File: src/rtl/conv_pkg.sv
// Shared types and default geometry for the convolution row scheduler.
package conv_pkg;

  typedef enum logic [2:0] {
    IDLE  = 3'd0,
    CLEAR = 3'd1,
    ACCUM = 3'd2,
    DRAIN = 3'd3,
    WRITE = 3'd4,
    FIN   = 3'd5
  } state_t;

  // Width needed to hold values 0..v-1, never less than one bit.
  function automatic int clog2_min1(input int v);
    int r;
    r = 0;
    for (int i = 0; i < 31; i++) begin
      if ((1 << i) < v) r = i + 1;
    end
    return (r < 1) ? 1 : r;
  endfunction

  function automatic int ceil_div(input int a, input int b);
    return (a + b - 1) / b;
  endfunction

  localparam int DEF_D     = 1;
  localparam int DEF_H     = 32;
  localparam int DEF_W     = 32;
  localparam int DEF_F     = 5;
  localparam int OH        = DEF_H - DEF_F + 1;
  localparam int OW        = DEF_W - DEF_F + 1;
  localparam int DEF_UNITS = OW / 2;
  localparam int G         = ceil_div(OW, DEF_UNITS);
  localparam int TAPS      = DEF_D * DEF_F * DEF_F;

endpackage

File: src/rtl/conv_pos_counter.sv
// Output-map position stepping: row / column-group base with a last-group flag.
module conv_pos_counter #(
  parameter int OH        = 28,
  parameter int OW        = 28,
  parameter int NUM_UNITS = 14
) (
  input  logic       clk,
  input  logic       reset,
  input  logic       i_clear,
  input  logic       i_advance,
  output logic [5:0] o_row,
  output logic [5:0] o_col_base,
  output logic       o_last
);

  logic [5:0] r_row;
  logic [5:0] r_col_base;
  logic [6:0] w_col_sum;
  logic       w_row_last;
  logic       w_col_last;

  assign w_col_sum  = {1'b0, r_col_base} + 7'(NUM_UNITS);
  assign w_col_last = (w_col_sum >= 7'(OW));
  assign w_row_last = (r_row == 6'(OH - 1));
  assign o_last     = w_row_last && w_col_last;

  // The final group does not advance so the last-written position stays visible.
  always_ff @(posedge clk or negedge reset) begin
    if (!reset) begin
      r_row      <= '0;
      r_col_base <= '0;
    end else if (i_clear) begin
      r_row      <= '0;
      r_col_base <= '0;
    end else if (i_advance && !o_last) begin
      if (w_col_last) begin
        r_col_base <= '0;
        r_row      <= r_row + 6'(1);
      end else begin
        r_col_base <= w_col_sum[5:0];
      end
    end
  end

  assign o_row      = r_row;
  assign o_col_base = r_col_base;

endmodule

File: src/rtl/conv_row_scheduler.sv
// Layer sequencer for a bank of parallel conv units: clear, accumulate taps, drain, write per group.
// Optional CONV_SCHED_PERF_EN adds a perf_stall counter of WRITE cycles spent waiting on out_ready.
module conv_row_scheduler
  import conv_pkg::*;
#(
  parameter int D         = DEF_D,
  parameter int H         = DEF_H,
  parameter int W         = DEF_W,
  parameter int F         = DEF_F,
  parameter int NUM_UNITS = (W - F + 1) / 2,
  parameter int PIPE      = 2
) (
  input  logic                               clk,
  input  logic                               reset,
  input  logic                               start,
  output logic                               busy,
  output logic                               done,
  output logic [5:0]                         row,
  output logic [5:0]                         col_base,
  output logic                               cu_clear,
  output logic                               cu_en,
  output logic [clog2_min1(D*F*F)-1:0]       tap,
  output logic                               out_valid,
  input  logic                               out_ready
`ifdef CONV_SCHED_PERF_EN
  ,output logic [15:0]                       perf_stall
`endif
);

  localparam int OH_N   = H - F + 1;
  localparam int OW_N   = W - F + 1;
  localparam int TAPS_N = D * F * F;
  localparam int TAP_W  = clog2_min1(TAPS_N);
  localparam logic [TAP_W-1:0] TAP_LAST   = TAP_W'(TAPS_N - 1);
  localparam logic [7:0]       DRAIN_LAST = 8'((PIPE > 0) ? (PIPE - 1) : 0);

  state_t           r_state;
  state_t           w_state_next;
  logic [TAP_W-1:0] r_tap;
  logic [7:0]       r_drain;
  logic             w_accept;
  logic             w_advance;
  logic             w_last;

  conv_pos_counter #(
    .OH        (OH_N),
    .OW        (OW_N),
    .NUM_UNITS (NUM_UNITS)
  ) u_pos (
    .clk        (clk),
    .reset      (reset),
    .i_clear    (w_accept),
    .i_advance  (w_advance),
    .o_row      (row),
    .o_col_base (col_base),
    .o_last     (w_last)
  );

  always_ff @(posedge clk or negedge reset) begin
    if (!reset) r_state <= IDLE;
    else        r_state <= w_state_next;
  end

  always_comb begin
    w_state_next = r_state;
    w_accept     = 1'b0;
    w_advance    = 1'b0;
    busy         = 1'b0;
    done         = 1'b0;
    cu_clear     = 1'b0;
    cu_en        = 1'b0;
    out_valid    = 1'b0;
    case (r_state)
      IDLE: begin
        if (start) begin
          w_accept     = 1'b1;
          w_state_next = CLEAR;
        end
      end
      CLEAR: begin
        busy         = 1'b1;
        cu_clear     = 1'b1;
        w_state_next = ACCUM;
      end
      ACCUM: begin
        busy  = 1'b1;
        cu_en = 1'b1;
        if (r_tap == TAP_LAST) w_state_next = (PIPE == 0) ? WRITE : DRAIN;
      end
      DRAIN: begin
        busy = 1'b1;
        if (r_drain == DRAIN_LAST) w_state_next = WRITE;
      end
      WRITE: begin
        busy      = 1'b1;
        out_valid = 1'b1;
        if (out_ready) begin
          w_advance    = 1'b1;
          w_state_next = w_last ? FIN : CLEAR;
        end
      end
      FIN: begin
        done         = 1'b1;
        w_state_next = IDLE;
      end
      default: w_state_next = IDLE;
    endcase
  end

  // Tap and drain counters sit at zero outside their own state.
  always_ff @(posedge clk or negedge reset) begin
    if (!reset) begin
      r_tap   <= '0;
      r_drain <= '0;
    end else begin
      if (r_state == ACCUM && r_tap != TAP_LAST) r_tap <= r_tap + TAP_W'(1);
      else                                        r_tap <= '0;
      if (r_state == DRAIN && r_drain != DRAIN_LAST) r_drain <= r_drain + 8'(1);
      else                                           r_drain <= '0;
    end
  end

  assign tap = r_tap;

`ifdef CONV_SCHED_PERF_EN
  logic [15:0] r_perf_stall;

  always_ff @(posedge clk or negedge reset) begin
    if (!reset) begin
      r_perf_stall <= '0;
    end else if (w_accept) begin
      r_perf_stall <= '0;
    end else if (r_state == WRITE && !out_ready && r_perf_stall != 16'hFFFF) begin
      r_perf_stall <= r_perf_stall + 16'(1);
    end
  end

  assign perf_stall = r_perf_stall;
`endif

endmodule

File: config.mk
export PLATFORM = sky130hd
export DESIGN_NAME = conv_row_scheduler
export DESIGN_NICKNAME = d
export VERILOG_FILES = /design/src/rtl/conv_pkg.sv /design/src/rtl/conv_pos_counter.sv /design/src/rtl/conv_row_scheduler.sv
export SDC_FILE = /design/constraint.sdc
export NUM_CORES = 1
export LEC_CHECK = 0
export ABC_AREA = 1
export BUFFER_PORTS_ARGS = -buffer_cell sky130_fd_sc_hd__buf_2
export CELL_PAD_IN_SITES_DETAIL_PLACEMENT = 0
export CELL_PAD_IN_SITES_GLOBAL_PLACEMENT = 1
export CORE_MARGIN = 1
export CORE_UTILIZATION = 37
export DETAILED_ROUTE_END_ITERATION = 16
export PLACE_DENSITY = 0.82
export SLEW_MARGIN = 20
export SYNTH_ARGS = -nofsm -noshare
export SYNTH_HDL_FRONTEND = slang
export SYNTH_HIERARCHICAL = 1
export SYNTH_SLANG_ARGS = --single-unit
File: constraint.sdc
create_clock -name clk -period 1.65 [get_ports clk]
set_clock_uncertainty 0.1 [all_clocks]
set_input_delay 0.33 -clock clk [delete_from_list [all_inputs] [get_ports clk]]
set_output_delay 0.33 -clock clk [all_outputs]
set_load 0.01 [all_outputs]
---- Word-level counts from Yosys, hierarchy flattened ----
Index checks and enable logic that the tools add are counted.
W data, S select, Z words.
storage, ports and cells
  flip-flop bits (word level) ............. 28
  bits of input ports ..................... 4
  output and inout bits ................... 22
  word-level logic and storage cells ...... 58
cells by class
  add/subtract/negate cells ............... 4
  order comparisons ....................... 1
  equal/unequal tests ..................... 14
  muxes and demuxes ....................... 23
  reduce and logical (&&, ||, !) cells .... 11
operators with widths
  operator               count
  $mux W6                6
  $mux W3                5
  $pmux W3 S5            1
  $mux W1                9
  $add A8 B1 Y8 const B  1
  $eq A8 B1 Y1 const B   1
  $mux W8                1
  $ne A2 B2 Y1 const B   4
  $ne A8 B1 Y1 const B   1
  $add A6 B4 Y7 const B  1
  $ge A7 B5 Y1 const B   1
  $add A6 B1 Y6 const B  1
  $eq A3 B2 Y1 const B   2
  $eq A3 B3 Y1 const B   2
  $eq A6 B5 Y1 const B   1
  $add A5 B1 Y5 const B  1
  $eq A5 B5 Y1 const B   1
  $mux W5                1
  $ne A5 B5 Y1 const B   1
  $logic_and A1 B1 Y1    4
  $reduce_and A4 Y1      1
  $reduce_bool A2 Y1     2
  $reduce_or A4 Y1       1
  $eq A3 B1 Y1 const B   1
  other kinds (3)        3

---- Logic depth before layout (Yosys ltp) ----
Gate-level depths: netlist (run 1).
  depth after elaboration ................. 7
  mapped depth ............................ 14
  gate-level depth less buffers ........... 14

---- By module ----
The synthesis (run 1) kept the hierarchy.
by module, submodules not included
  module              instances  cells an instance  area an instance (sq um)  seq. area each (sq um)
  conv_row_scheduler  1          105                865.8                     400.4
  conv_pos_counter    1          97                 711.9                     275.3

---- Worst setup path before layout (run 1) ----
No wires, ideal clock.
  kind .................................... reg-to-reg
  from .................................... register u_pos.r_col_base[1], in the netlist u_pos/o_col_base[1]
  to ...................................... register u_pos.r_row[0], in the netlist u_pos/o_row[0]
  library setup time ...................... 0.117 ns
  data arrival time ....................... 1.467 ns
  required time ........................... 1.433 ns
  path slack .............................. -0.034 ns
  stages on the path, launching flop included .. 14
  buffers on the path ..................... 0
  clock period less this slack ............ 1.684 ns
  path through ............................ dfrtp_1 > inv_1 > ha_1 > inv_1 > nand2_1 > nand2_1 > nor2_1 > nand3_1 > nand2_2 > nand2_2 > nand2_2 > nand2_4 > nand3_1 > nand2_1
between the ends
  word-level cells in the longest chain between the ends .. 7
RTL lines
  element                                 RTL line                RTL
  from (decl)                             conv_pos_counter.sv:17  logic [5:0] r_col_base;
  from (signal assigned)                  conv_pos_counter.sv:40  r_col_base <= w_col_sum[5:0];
  $add A6 B4 Y7 (*)                       conv_pos_counter.sv:22  assign w_col_sum = {1'b0, r_col_base} + 7'(NUM_UNITS);
  $ge A7 B5 Y1 (*)                        conv_pos_counter.sv:23  assign w_col_last = (w_col_sum >= 7'(OW));
  $logic_and A1 B1 Y1                     conv_pos_counter.sv:25  assign o_last = w_row_last && w_col_last;
  $logic_not A1 Y1                        conv_pos_counter.sv:35  end else if (i_advance && !o_last) begin
  $logic_and A1 B1 Y1                     conv_pos_counter.sv:35
  $reduce_bool A2 Y1 (no source line)     -
  $reduce_and A2 Y1 (no source line) (*)  -
  to (signal assigned)                    conv_pos_counter.sv:38  r_row <= r_row + 6'(1);
  to (decl)                               conv_pos_counter.sv:16  logic [5:0] r_row;
Mark *: on every way between the ends. The rest lies on a longest branch, timed or not.
A chain may end at the register's enable or synchronous reset.

---- Worst setup path after layout (run 1) ----
  from .................................... register r_state[1]
  to ...................................... output port busy
between the ends
  word-level cells in the longest chain between the ends .. 3
RTL lines
  element                                     RTL line                  RTL
  from (decl)                                 conv_row_scheduler.sv:37  state_t r_state;
  from (signal assigned)                      conv_row_scheduler.sv:61  else r_state <= w_state_next;
  $eq A3 B2 Y1, or another cell as far along  conv_row_scheduler.sv:73  case (r_state)
  $reduce_or A4 Y1 (no source line) (*)       -
  $mux W1 (*)                                 conv_row_scheduler.sv:73
  to (decl)                                   conv_row_scheduler.sv:16  output logic busy,
Marked as above.

==> metrics.md, run 1 <==
| Metric | Value |
|---|---|
| Synthesized cell area | `1578 sq um` |
| Min Tclk post-route | `1.692 ns` |
| Ports | `26` |
| Fillers | `375` |
| Sequential Area | `678.2 sq um` |
| Hold Path Class | `in -> reg` |
| Maximum clock frequency | `0.5911 GHz` |
| Clk pin slew, worst setup/hold paths | `0.09 ns` |
| Register share of total power | `29.5%` |
| Mux contribution to synthesized area | `0%` |
| Yosys warns | `6` |
| Most frequent cells in the layout | `38 x nand2_1, 33 x nor2_1, 25 x dfrtp_1` |
| Sequential element share of the synthesized area | `42.82%` |
| CTS tree | `done` |
| WS Path Type | `reg -> out` |
| RSZ-0062 raised after global routing | `true` |
| R2r setup slk | `0 ns` |
| Worst path arrival time | `1.26 ns` |
| Clock root cell | `clkbuf_8` |
| Avg Inst Size Synth | `7.811 sq um` |
| CP startpoint kind | `flop` |
| Final Cycle Share | `102.5%` |
| Post-synthesis register bit count | `27` |
| Sink Count | `27` |
| Share of layout cells above drive strength 1 | `38.00%` |
| Hold_ws | `0.2815 ns` |
| Via count | `1,388` |
| Initial Utilization | `38.88%` |
| Commonest non-fill, non-tap cell in the layout | `nand2_1` |
| Port Buffers | `24` |
| Post-route cell area | `2077 sq um` |
| Post-synthesis net count | `212` |
| Post-Route WL | `3250 um` |
| P_int | `1.919 mW` |
| Rel. slew slack | `59.44%` |
| Number of global-route vias before repair | `1,274` |
| XOR/XNOR share of the synthesized area | `4.441%` |
| Final setup violation count | `1` |
| Complex-gate fraction of the synthesized area | `5.868%` |
| First-pass detailed-route iteration total | `2` |
| Die Y | `67.30 um` |
| ANT cells | `0` |
| DR WL/cell | `10.83 um` |
| First-pass GRT wire length | `5395 um` |
| Setup crit start | `r_state[1]` |
| Cts bufs inserted | `3` |
| Final ANT Viol Nets | `0` |
| Cells after Synth | `202` |
| Slew Viols, Final | `0` |
| Inst Count DP | `285` |
| Vias per cell | `4.627` |
| Largest family of logic cells by synthesized area | `simple AND/OR/NAND/NOR gates` |
| GRT Util Overall | `15.52%` |
| Hold path start | `out_ready` |
| Post-synth EDFFs | `0` |
| Placed inst area | `1829 sq um` |
| Post-synthesis adder-cell area fraction | `4.758%` |
| Final #Nets | `261` |
| Gpl congestion | `0.7357` |
| Worst EP required | `1.22 ns` |
| Max cap viols | `0` |
| Crit path max fanout | `4` |
| Post-synth ARST share | `100.0%` |
| GR Overflow Total | `0` |
| Initial antenna violation count | `0` |
| Hold Vio Cnt, Final | `0` |
| Largest net degree at the start of global routing | `28` |
| DRT iter0 DRCs | `58` |
| Overall power | `3.460 mW` |
| Residual DRC count | `0` |
| Simple-gate area share of the yosys netlist | `33.62%` |
| Finished Core Util | `51.19%` |
| Worst Slack Setup Final | `-0.04169 ns` |
| Worst slew pin tran | `0.6084 ns` |
| CP Capture Type | `output pin` |
| Failing checks | `setup timing` |
| Chip width | `67.30 um` |
| Later-pin clock latency in the skew report | `0.27 ns` |
| Main synth FF type | `dfrtp_1` |
| Maximum clock path buffer count | `2` |
| Reg2Reg Launch Point | `u_pos/o_col_base[1]` |
| Die footprint | `4529 sq um` |
| DP HPWL | `2295 um` |
| Yosys cell types | `27` |
| Core Area | `4058 sq um` |
| Clock share of power | `10.8%` |
| Sw power | `1.540 mW` |
| Std-Cell Rows | `23` |
| Switching share of power | `44.52%` |
| Non-filler cells, final | `300` |
| P&R area growth vs syn | `31.64%` |
| Outcome | `finished, violations left` |
| H-tree depth | `1` |
| P per Cell Area | `1666 nW/um^2` |
| Multi-input gate area | `869.6 sq um` |
| Gate power share | `59.7%` |
| Max rail drop VDD | `0.0006575 V` |
| Pleak | `1.079 nW` |
## through the flow
stage | setup WS (ns) | TNS [ns]
after global placement | -0.03950 | -0.1556
after detailed placement | -0.03289 | -0.1296
after floorplan | 0.01125 | 0
after global routing | -0.1546 | -1.696
final | -0.04169 | -0.04169
after CTS | -0.04689 | -0.1097
## sequential cells by signal, indices dropped and copies added (netlist names)
register / flops
r_drain: 8
u_pos/o_row: 6
tap: 5
r_state: 3
u_pos/o_col_base: 5
## path summary, 6_finish.rpt
| path | end | cells past startpoint |
|---|---|---|
| worst min register to register | r_drain[0] | 1 |
| worst min-delay path | r_state[2] | 4 |
| min in group asynchronous | r_drain[5] | 2 |
| max in group asynchronous | r_state[2] | 2 |
| worst max-delay path | busy | 5 |
| worst max register to register | u_pos/o_row[1] | 13 |
## cell families after synthesis
| family | Yosys count |
|---|---|
| AO/OA/AOI/OAI | 13 |
| XOR/XNOR | 8 |
| adder cells (fa/ha/maj) | 6 |
| buffers and inverters | 31 |
| flip-flops | 27 |
| other | 1 |
| AND/OR/NAND/NOR | 116 |
## cells in the mapped netlist, types with 2 or more instances
| cell type | n | share of area [%] |
|---|---|---|
| nand2_1 | 41 | 9.8 |
| nor2_1 | 35 | 8.3 |
| dfrtp_1 | 27 | 43 |
| inv_1 | 26 | 6.2 |
| nand3_1 | 22 | 7.0 |
| ha_1 | 6 | 4.8 |
| nor2_2 | 5 | 2.0 |
| xor2_1 | 5 | 2.8 |
| a21oi_1 | 4 | 1.3 |
| nand2_2 | 4 | 1.6 |
| inv_2 | 3 | 0.71 |
| nor3_2 | 3 | 1.9 |
| o21ai_1 | 3 | 0.95 |
| xnor2_1 | 3 | 1.7 |
| nand3_2 | 2 | 1.3 |
| o21ai_0 | 2 | 0.63 |
## repair_timing
| item | in CTS | in global routing |
|---|---|---|
| setup endpoints to repair | 8 | 17 |
| setup buffers | 10 | 0 |
| hold buffers | 1 | 0 |
| hold endpoints to repair | 27 | 0 |
| gates cloned | 0 | 0 |
| pin swaps | 2 | 1 |
| gates resized for setup | 20 | 16 |
## critical path, cell delays in order (launching register included)
cell and delay [ns]:
dfrtp_1 0.40, buf_6 0.13, buf_4 0.13, nand3_2 0.11, nand3_2 0.10, buf_6 0.13
## power by group through the flow
stage / logic (mW) / clock network (mW) / registers (mW)
2_1_floorplan: 1.01 / 0 / 1.07
3_3_place_gp: 1.56 / 0 / 1.02
3_5_place_dp: 1.58 / 0 / 1.02
4_1_cts: 1.94 / 0.383 / 1.01
5_1_grt: 2.29 / 0.412 / 1.06
6_report: 2.07 / 0.373 / 1.02
## routing by layer
| layer | global-route usage, % | wire, um | vias to the layer above |
|---|---|---|---|
| li1 | - | - | 723 |
| met1 | 20.84 | 1606 | 642 |
| met2 | 26.50 | 1527 | 21 |
| met3 | 1.520 | 93 | 2 |
| met4 | 3.989 | 22 | 0 |
| met5 | 0 | 0 | - |
## final cells by class
cell class / instances / area share (%)
multi-input combinational: 144 / 41.87
tap: 50 / 3.012
sequential: 27 / 32.65
inverter: 29 / 5.482
clock buffer: 4 / 2.169
timing repair buffer: 46 / 14.82
No activity file was read; power rests on OpenSTA's default activity.
==> run 2: changes to the inputs <==
--- a/config.mk
+++ b/config.mk
@@ -10,9 +10,10 @@
 export CELL_PAD_IN_SITES_DETAIL_PLACEMENT = 0
 export CELL_PAD_IN_SITES_GLOBAL_PLACEMENT = 1
 export CORE_MARGIN = 1
-export CORE_UTILIZATION = 37
+export CORE_UTILIZATION = 38
+export CTS_BUF_LIST = sky130_fd_sc_hd__clkbuf_4
 export DETAILED_ROUTE_END_ITERATION = 16
-export PLACE_DENSITY = 0.82
+export PLACE_DENSITY = 0.84
 export SLEW_MARGIN = 20
 export SYNTH_ARGS = -nofsm -noshare
 export SYNTH_HDL_FRONTEND = slang
==> run 2 against run 1 <==
Effect of this change: the flow still finishes with violations (setup timing); routed wire length grew 4.1%; critical endpoint unchanged; worst setup slack lost 0.038 ns; non-clock buffer count grew 9; sequential cell count is the same.
==> metrics.md, run 2 (synthesis gave the netlist of run 1 again) <==
| Metric | Value |
|---|---|
| Max rail drop VDD | `0.0009219 V (+40%)` |
| Final ANT Viol Nets | `0 (unchanged)` |
| Largest register FFs | `8 (unchanged)` |
| Die footprint | `4414 sq um (-2.6%)` |
| H-tree depth | `1 (unchanged)` |
| CP startpoint kind | `flop` |
| Initial antenna violation count | `0 (unchanged)` |
| Crit-path cells | `inv_2, nand2_2, o21ai_1, inv_1, nand3_2, buf_6` |
| Vias per cell | `4.553 (-1.6%)` |
| P&R area growth vs syn | `36.24%` |
| Commonest non-fill, non-tap cell in the layout | `nand2_1` |
| CTS tree | `done` |
| Outcome | `finished, violations left` |
| Hold path start | `out_ready` |
| Largest net degree at the start of global routing | `28 (unchanged)` |
| DP HPWL | `2262 um (-1.5%)` |
| ANT cells | `0 (unchanged)` |
| Final #Nets | `270 (+3.4%)` |
| Overall power | `3.665 mW (+5.9%)` |
| Pleak | `1.121 nW (+3.9%)` |
| Share of layout cells above drive strength 1 | `40.93% (+2.9 points)` |
| First-pass detailed-route iteration total | `4 (+2)` |
| Max cap viols | `0 (unchanged)` |
| Residual DRC count | `0 (unchanged)` |
| CP max stage delay | `0.49 ns (+0.09 ns)` |
| Rel. slew slack | `57.84% (-1.6 points)` |
| Chip width | `66.44 um (-1.3%)` |
| Gpl congestion | `0.7783 (+5.8%)` |
| Setup crit start | `r_state[1]` |
| GR Overflow Total | `0 (unchanged)` |
| WS Path Type | `reg -> out` |
| Later-pin clock latency in the skew report | `0.31 ns (+0.04 ns)` |
| Core Area | `4000 sq um (-1.4%)` |
| Reg2Reg Launch Point | `u_pos/o_col_base[2]` |
| RSZ-0062 raised after global routing | `true` |
| Worst slew pin tran | `0.6324 ns (+0.02401 ns)` |
| Failing checks | `setup timing` |
| Die Y | `66.44 um (-1.3%)` |
| Hold Vio Cnt, Final | `0 (unchanged)` |
| Crit path max fanout | `4 (unchanged)` |
| Sink Count | `27 (unchanged)` |
| Std-Cell Rows | `23 (unchanged)` |
| Setup WS pre-CTS | `-0.04677 ns (-0.01388 ns)` |
| Clk pin slew, worst setup/hold paths | `0.14 ns (+0.05 ns)` |
| Maximum clock path buffer count | `2 (unchanged)` |
| Initial Utilization | `39.44% (+0.56 points)` |
| Most frequent cells in the layout | `37 x nand2_1, 32 x nor2_1, 28 x buf_4` |
| Final setup violation count | `12 (+11)` |
| Setup TNS | `-0.3779 ns (-0.3362 ns)` |
| Final Cycle Share | `104.8% (+2.3 points)` |
| GRT Util Overall | `16.97% (+1.5 points)` |
| Hold Path Class | `in -> reg` |
| Clock root cell | `clkbuf_4` |
| Ports | `26 (unchanged)` |
| Min Tclk post-route | `1.730 ns (+0.03823 ns)` |
| DRT iter0 DRCs | `44 (-24%)` |
| Post-Route WL | `3382 um (+4.1%)` |
| Worst path arrival time | `1.30 ns (+0.04 ns)` |
| First-pass GRT wire length | `5775 um (+7.0%)` |
| Port Buffers | `24 (unchanged)` |
| P per Cell Area | `1705 nW/um^2 (+2.4%)` |
| Number of global-route vias before repair | `1,384 (+8.6%)` |
| DR WL/cell | `10.94 um (+1.0%)` |
| CP Capture Type | `output pin` |
| Via count | `1,407 (+1.4%)` |
| Cts bufs inserted | `3 (unchanged)` |
| Worst Slack Setup Final | `-0.07992 ns (-0.03823 ns)` |
| Slowest-stage cell, CP | `dfrtp_2` |
| Worst EP required | `1.22 ns (about the same)` |
| Maximum clock frequency | `0.5781 GHz (-2.2%)` |
| Slew Viols, Final | `0 (unchanged)` |
| Biggest register | `r_drain` |
run 2: cell types whose count changed in the layout (fill, tap and decap cells not counted), moves of 2 or more:
cell / delta
nand3_4: +2
clkbuf_4: +4
buf_4: +9
nand3_2: -2
o21ai_2: -2
clkbuf_8: -3
run 2: worst paths after layout:
check	to	slack [ns]	depth (start not counted)
worst max-delay path	busy	-0.08	6
worst min-delay path	r_state[2]	0.21	4
worst max register to register	u_pos/o_row[5]	-0.05	13
worst min register to register	r_drain[0]	0.40	1
max in group asynchronous	r_state[2]	0.56	2
min in group asynchronous	r_drain[4]	0.45	2
run 2: per-stage QoR:
step / util, % / cell area, sq um / hold slack [ns] / std cells
2_1_floorplan: - / 1585 / -0.06559 / 202
3_3_place_gp: 45.92 / 1837 / 0.2808 / 286
3_5_place_dp: 45.92 / 1837 / 0.2874 / 286
4_1_cts: 52.17 / 2087 / 0.2016 / 307
5_1_grt: 53.74 / 2150 / 0.2313 / 309
6_report: 53.74 / 2150 / 0.2059 / 309
run 2: repair_timing:
item / CTS / global route
setup buffers: 17 / 2
setup endpoints to repair: 10 / 17
gates resized for setup: 26 / 13
endpoints found under the hold margin: 27 / 0
pin swaps: 8 / 15
hold buffers: 1 / 0
run 2: worst max-delay path: cells and delay by family (launching register included):
kind	cells	cell delay (ns)
DFF	1	0.49
buffers and inverters	3	0.25
and+or+nand+nor	2	0.12
AOI/OAI and AO/OA	1	0.12
run 2: routing by layer:
metal / part of all wire, % / track usage, % / up-vias / routed length [um]
met2: 49 / 28.06 / 23 / 1652
met3: 2.8 / 2.931 / 4 / 96
met5: 0 / 0 / - / 0
li1: - / - / 740 / -
met4: 1.2 / 5.585 / 0 / 40
met1: 47 / 22.27 / 640 / 1593
run 2: layout make-up:
class,count,area (sq um)
fillers,377,1851
repair buffers,55,381.6
flip-flops and latches,27,679.4
multi-input cells,144,882.1
clock buffers,4,30.03
inverters,29,113.9
well taps,50,62.56
run 2: report_power, final:
part | switching (mW) | internal, mW | total (mW)
Combinational | 1.22 | 1.10 | 2.32
Clock | 0.189 | 0.111 | 0.300
Sequential | 0.212 | 0.830 | 1.04
==> run 3: changes to the inputs <==
--- a/config.mk
+++ b/config.mk
@@ -10,12 +10,11 @@
 export CELL_PAD_IN_SITES_DETAIL_PLACEMENT = 0
 export CELL_PAD_IN_SITES_GLOBAL_PLACEMENT = 1
 export CORE_MARGIN = 1
-export CORE_UTILIZATION = 38
+export CORE_UTILIZATION = 39
 export CTS_BUF_LIST = sky130_fd_sc_hd__clkbuf_4
 export DETAILED_ROUTE_END_ITERATION = 16
-export PLACE_DENSITY = 0.84
+export PLACE_DENSITY = 0.85
 export SLEW_MARGIN = 20
 export SYNTH_ARGS = -nofsm -noshare
 export SYNTH_HDL_FRONTEND = slang
-export SYNTH_HIERARCHICAL = 1
 export SYNTH_SLANG_ARGS = --single-unit
==> run 3 against run 2 <==
Effect of this change: the flow still finishes with violations (setup timing); routed wire length fell by 1.7%; sequential share of layout area rose by 0.69 points; via count fell by 2.4%; register-to-register slack barely moved; combinational power fell by 12%; final area fell by 2.3%; sequential cell count did not move; synthesized cell count fell by 4.0%; critical path type unchanged; critical endpoint unchanged; largest power group unchanged.
==> metrics.md, run 3 <==
| Metric | Value |
|---|---|
| Final ANT Viol Nets | `0 (unchanged)` |
| Worst slew pin tran | `0.6257 ns (-0.006741 ns)` |
| Hold Path Class | `in -> reg` |
| Grt peak-use layer | `met2` |
| Sequential element share of the synthesized area | `43.03% (+0.20 points)` |
| Residual DRC count | `0 (unchanged)` |
| P&R area growth vs syn | `33.70%` |
| Commonest cells post-synth | `38 x nand2_1, 27 x dfrtp_1, 27 x inv_1, 22 x nor2_1, 16 x nand3_1` |
| Post-synth ARST share | `100.0% (unchanged)` |
| Initial Utilization | `41.64% (+2.2 points)` |
| CP Capture Type | `output pin` |
| DP HPWL | `2323 um (+2.7%)` |
| Slew Viols, Final | `0 (unchanged)` |
| Cells after Synth | `194 (-4.0%)` |
| Pleak | `1.107 nW (-1.3%)` |
| Post-Route WL | `3323 um (-1.7%)` |
| Maximum clock path buffer count | `2 (unchanged)` |
| Chip width | `65.46 um (-1.5%)` |
| Area leader, netlist | `dfrtp_1` |
| Number of global-route vias before repair | `1,357 (-2.0%)` |
| Crit-path cells | `nand2_4, nor2_4, or2_4, nor2_2, nand2_1, buf_2` |
| GR Overflow Total | `0 (unchanged)` |
| Most frequent cells in the layout | `34 x nand2_1, 25 x dfrtp_1, 23 x buf_2` |
| Final Cycle Share | `113.8% (+9.0 points)` |
| Largest register FFs | `8 (unchanged)` |
| Max cap viols | `0 (unchanged)` |
| Main synth FF type | `dfrtp_1` |
| Ports | `26 (unchanged)` |
| Setup crit start | `r_state[0]` |
| Overall power | `3.310 mW (-9.7%)` |
| First-pass detailed-route iteration total | `4 (unchanged)` |
| CP bufs+invs | `1 (-2)` |
| Slowest-stage cell, CP | `dfrtp_2` |
| R2R cell count | `13 (unchanged)` |
| Yosys warns | `0 (-6)` |
| Avg Inst Size Synth | `8.094 sq um (+3.6%)` |
| Min Tclk post-route | `1.878 ns (+0.1481 ns)` |
| First-pass GRT wire length | `5685 um (-1.6%)` |
| WS Path Type | `reg -> out` |
| Top-count cell post-synth | `nand2_1` |
| Hold_ws | `0.2735 ns (+0.06766 ns)` |
| P per Cell Area | `1576 nW/um^2 (-7.5%)` |
| DR WL/cell | `11.62 um (+6.2%)` |
| CP max stage delay | `0.49 ns (about the same)` |
| GRT Util Overall | `17.38% (+0.41 points)` |
| Die footprint | `4284 sq um (-2.9%)` |
| Top-area cell type share of the netlist area | `43.03% (+0.20 points)` |
| Crit path max fanout | `4 (unchanged)` |
| Worst Slack Setup Final | `-0.2280 ns (-0.1481 ns)` |
| Outcome | `finished, violations left` |
| Commonest non-fill, non-tap cell in the layout | `nand2_1` |
| Vias per cell | `4.801 (+5.4%)` |
| M1 GR Usage | `22.12% (-0.14 points)` |
| Post-synthesis register bit count | `27 (unchanged)` |
| Yosys cell types | `34 (+26%)` |
| DRT iter0 DRCs | `34 (-23%)` |
| Top delay family on crit path | `simple AND/OR/NAND/NOR gates` |
| Hold EP | `r_state[2]` |
| Later-pin clock latency in the skew report | `0.33 ns (+0.02 ns)` |
| Maximum clock frequency | `0.5325 GHz (-7.9%)` |
| Sink Count | `27 (unchanged)` |
| Gpl congestion | `0.7772 (-0.14%)` |
| Share of layout cells above drive strength 1 | `41.18% (+0.25 points)` |
| Clk pin slew, worst setup/hold paths | `0.15 ns (about the same)` |
| Failing checks | `setup timing` |
| Synthesized cell area | `1570 sq um (-0.48%)` |
| R2r setup slk | `-0.05 ns (about the same)` |
| Largest net degree at the start of global routing | `28 (unchanged)` |
| Final #Nets | `249 (-7.8%)` |
| CTS tree | `done` |
| CP startpoint kind | `flop` |
| Hold path start | `out_ready` |
| M3 GR Usage | `2.257% (-0.67 points)` |
| Die Y | `65.46 um (-1.5%)` |
| Worst hold stages | `4 (unchanged)` |
| Port Buffers | `24 (unchanged)` |
| Cts bufs inserted | `3 (unchanged)` |
| ANT cells | `0 (unchanged)` |
| Via count | `1,373 (-2.4%)` |
| Clock root cell | `clkbuf_4` |
| H-tree depth | `1 (unchanged)` |
| Core Area | `3771 sq um (-5.7%)` |
| Setup WS pre-CTS | `-0.05180 ns (-0.005027 ns)` |
| Post-synth EDFFs | `0 (unchanged)` |
| Reg2Reg Launch Point | `u_pos.o_col_base[2]` |
| Biggest register | `r_drain` |
| Initial antenna violation count | `0 (unchanged)` |
| Hold Vio Cnt, Final | `0 (unchanged)` |
| Rel. slew slack | `58.29% (+0.45 points)` |
| R2r endpoint | `u_pos.o_row[2]` |
| Max rail drop VDD | `0.0005545 V (-40%)` |
| Synth area leaders | `dfrtp_1 43%, nand2_1 9.1%, inv_1 6.5%` |
| Final setup violation count | `13 (+1)` |
| Worst EP required | `1.22 ns (about the same)` |
| Post-synthesis net count | `204 (-3.8%)` |
| GR Layer Usage met2 | `29.77% (+1.7 points)` |
| RSZ-0062 raised after global routing | `true` |
| Worst path arrival time | `1.45 ns (+0.15 ns)` |
| Std-Cell Rows | `22 (-4.3%)` |
[run 3: report_power, final]
group          internal [mW]  total (mW)  leakage, nW  switching, mW
sequential             0.798       0.966        0.366          0.168
combinational          0.882        2.03        0.723           1.15
clock                  0.111       0.309       0.0184          0.198
total                   1.79        3.31         1.11           1.52
[run 3: cell families (layout without fill, tap and decap cells)]
family	count (synthesis)	in the layout	share of synthesized area [%]
AND/OR/NAND/NOR	106	106	33.39
buffers and inverters	33	77	8.127
flip-flops	27	27	43.03
AO/OA/AOI/OAI	14	14	6.535
XOR/XNOR	7	7	3.904
adder cells (fa/ha/maj)	6	6	4.781
other	1	1	0.2388
[run 3: how the worst max path moves through the flow]
stage | endpoint | slack [ns] | depth (start not counted)
after floorplan | u_pos.o_row[2] | 0.004 | 13
after global placement | u_pos.o_row[4] | 0.02 | 13
after detailed placement | u_pos.o_row[5] | -0.05 | 13
after CTS | busy | -0.25 | 5
after global routing | busy | -0.33 | 5
final | busy | -0.23 | 6
[run 3: layer usage]
layer / up-vias / wire, um
met4: 0 / 42
li1: 706 / -
met5: - / 0
met3: 4 / 89
met1: 637 / 1573
met2: 26 / 1619
[run 3: through the flow]
stage	util, %	instances	cell area, sq um	TNS [ns]
2_1_floorplan	-	194	1578	0
3_3_place_gp	47.81	272	1803	0
3_5_place_dp	47.81	272	1803	-0.1840
4_1_cts	51.36	283	1937	-0.4825
5_1_grt	55.67	286	2100	-2.442
6_report	55.67	286	2100	-0.6557
[run 3: repair_timing]
action,in CTS,in global routing
gates resized for setup,13,32
hold endpoints to repair,27,0
pin swaps,5,14
buffers inserted,6,3
hold buffers,1,0
setup endpoints to repair,12,17
[run 3: final cells by class]
class / instances / area (sq um)
Clock buffer: 4 / 30.03
Fill cell: 359 / 1672
Inverter: 32 / 120.1
Multi-Input combinational cell: 134 / 947.2
Sequential cell: 27 / 678.2
Tap cell: 48 / 60.06
Timing Repair Buffer: 41 / 264.0
[run 3: worst register-to-register path: cells and delay by family, from the launching register on]
| kind | cells | cell delay (ns) |
|---|---|---|
| fa+ha+maj | 1 | 0.15 |
| simple gates | 8 | 0.64 |
| buf+inv | 4 | 0.35 |
| flops | 1 | 0.43 |
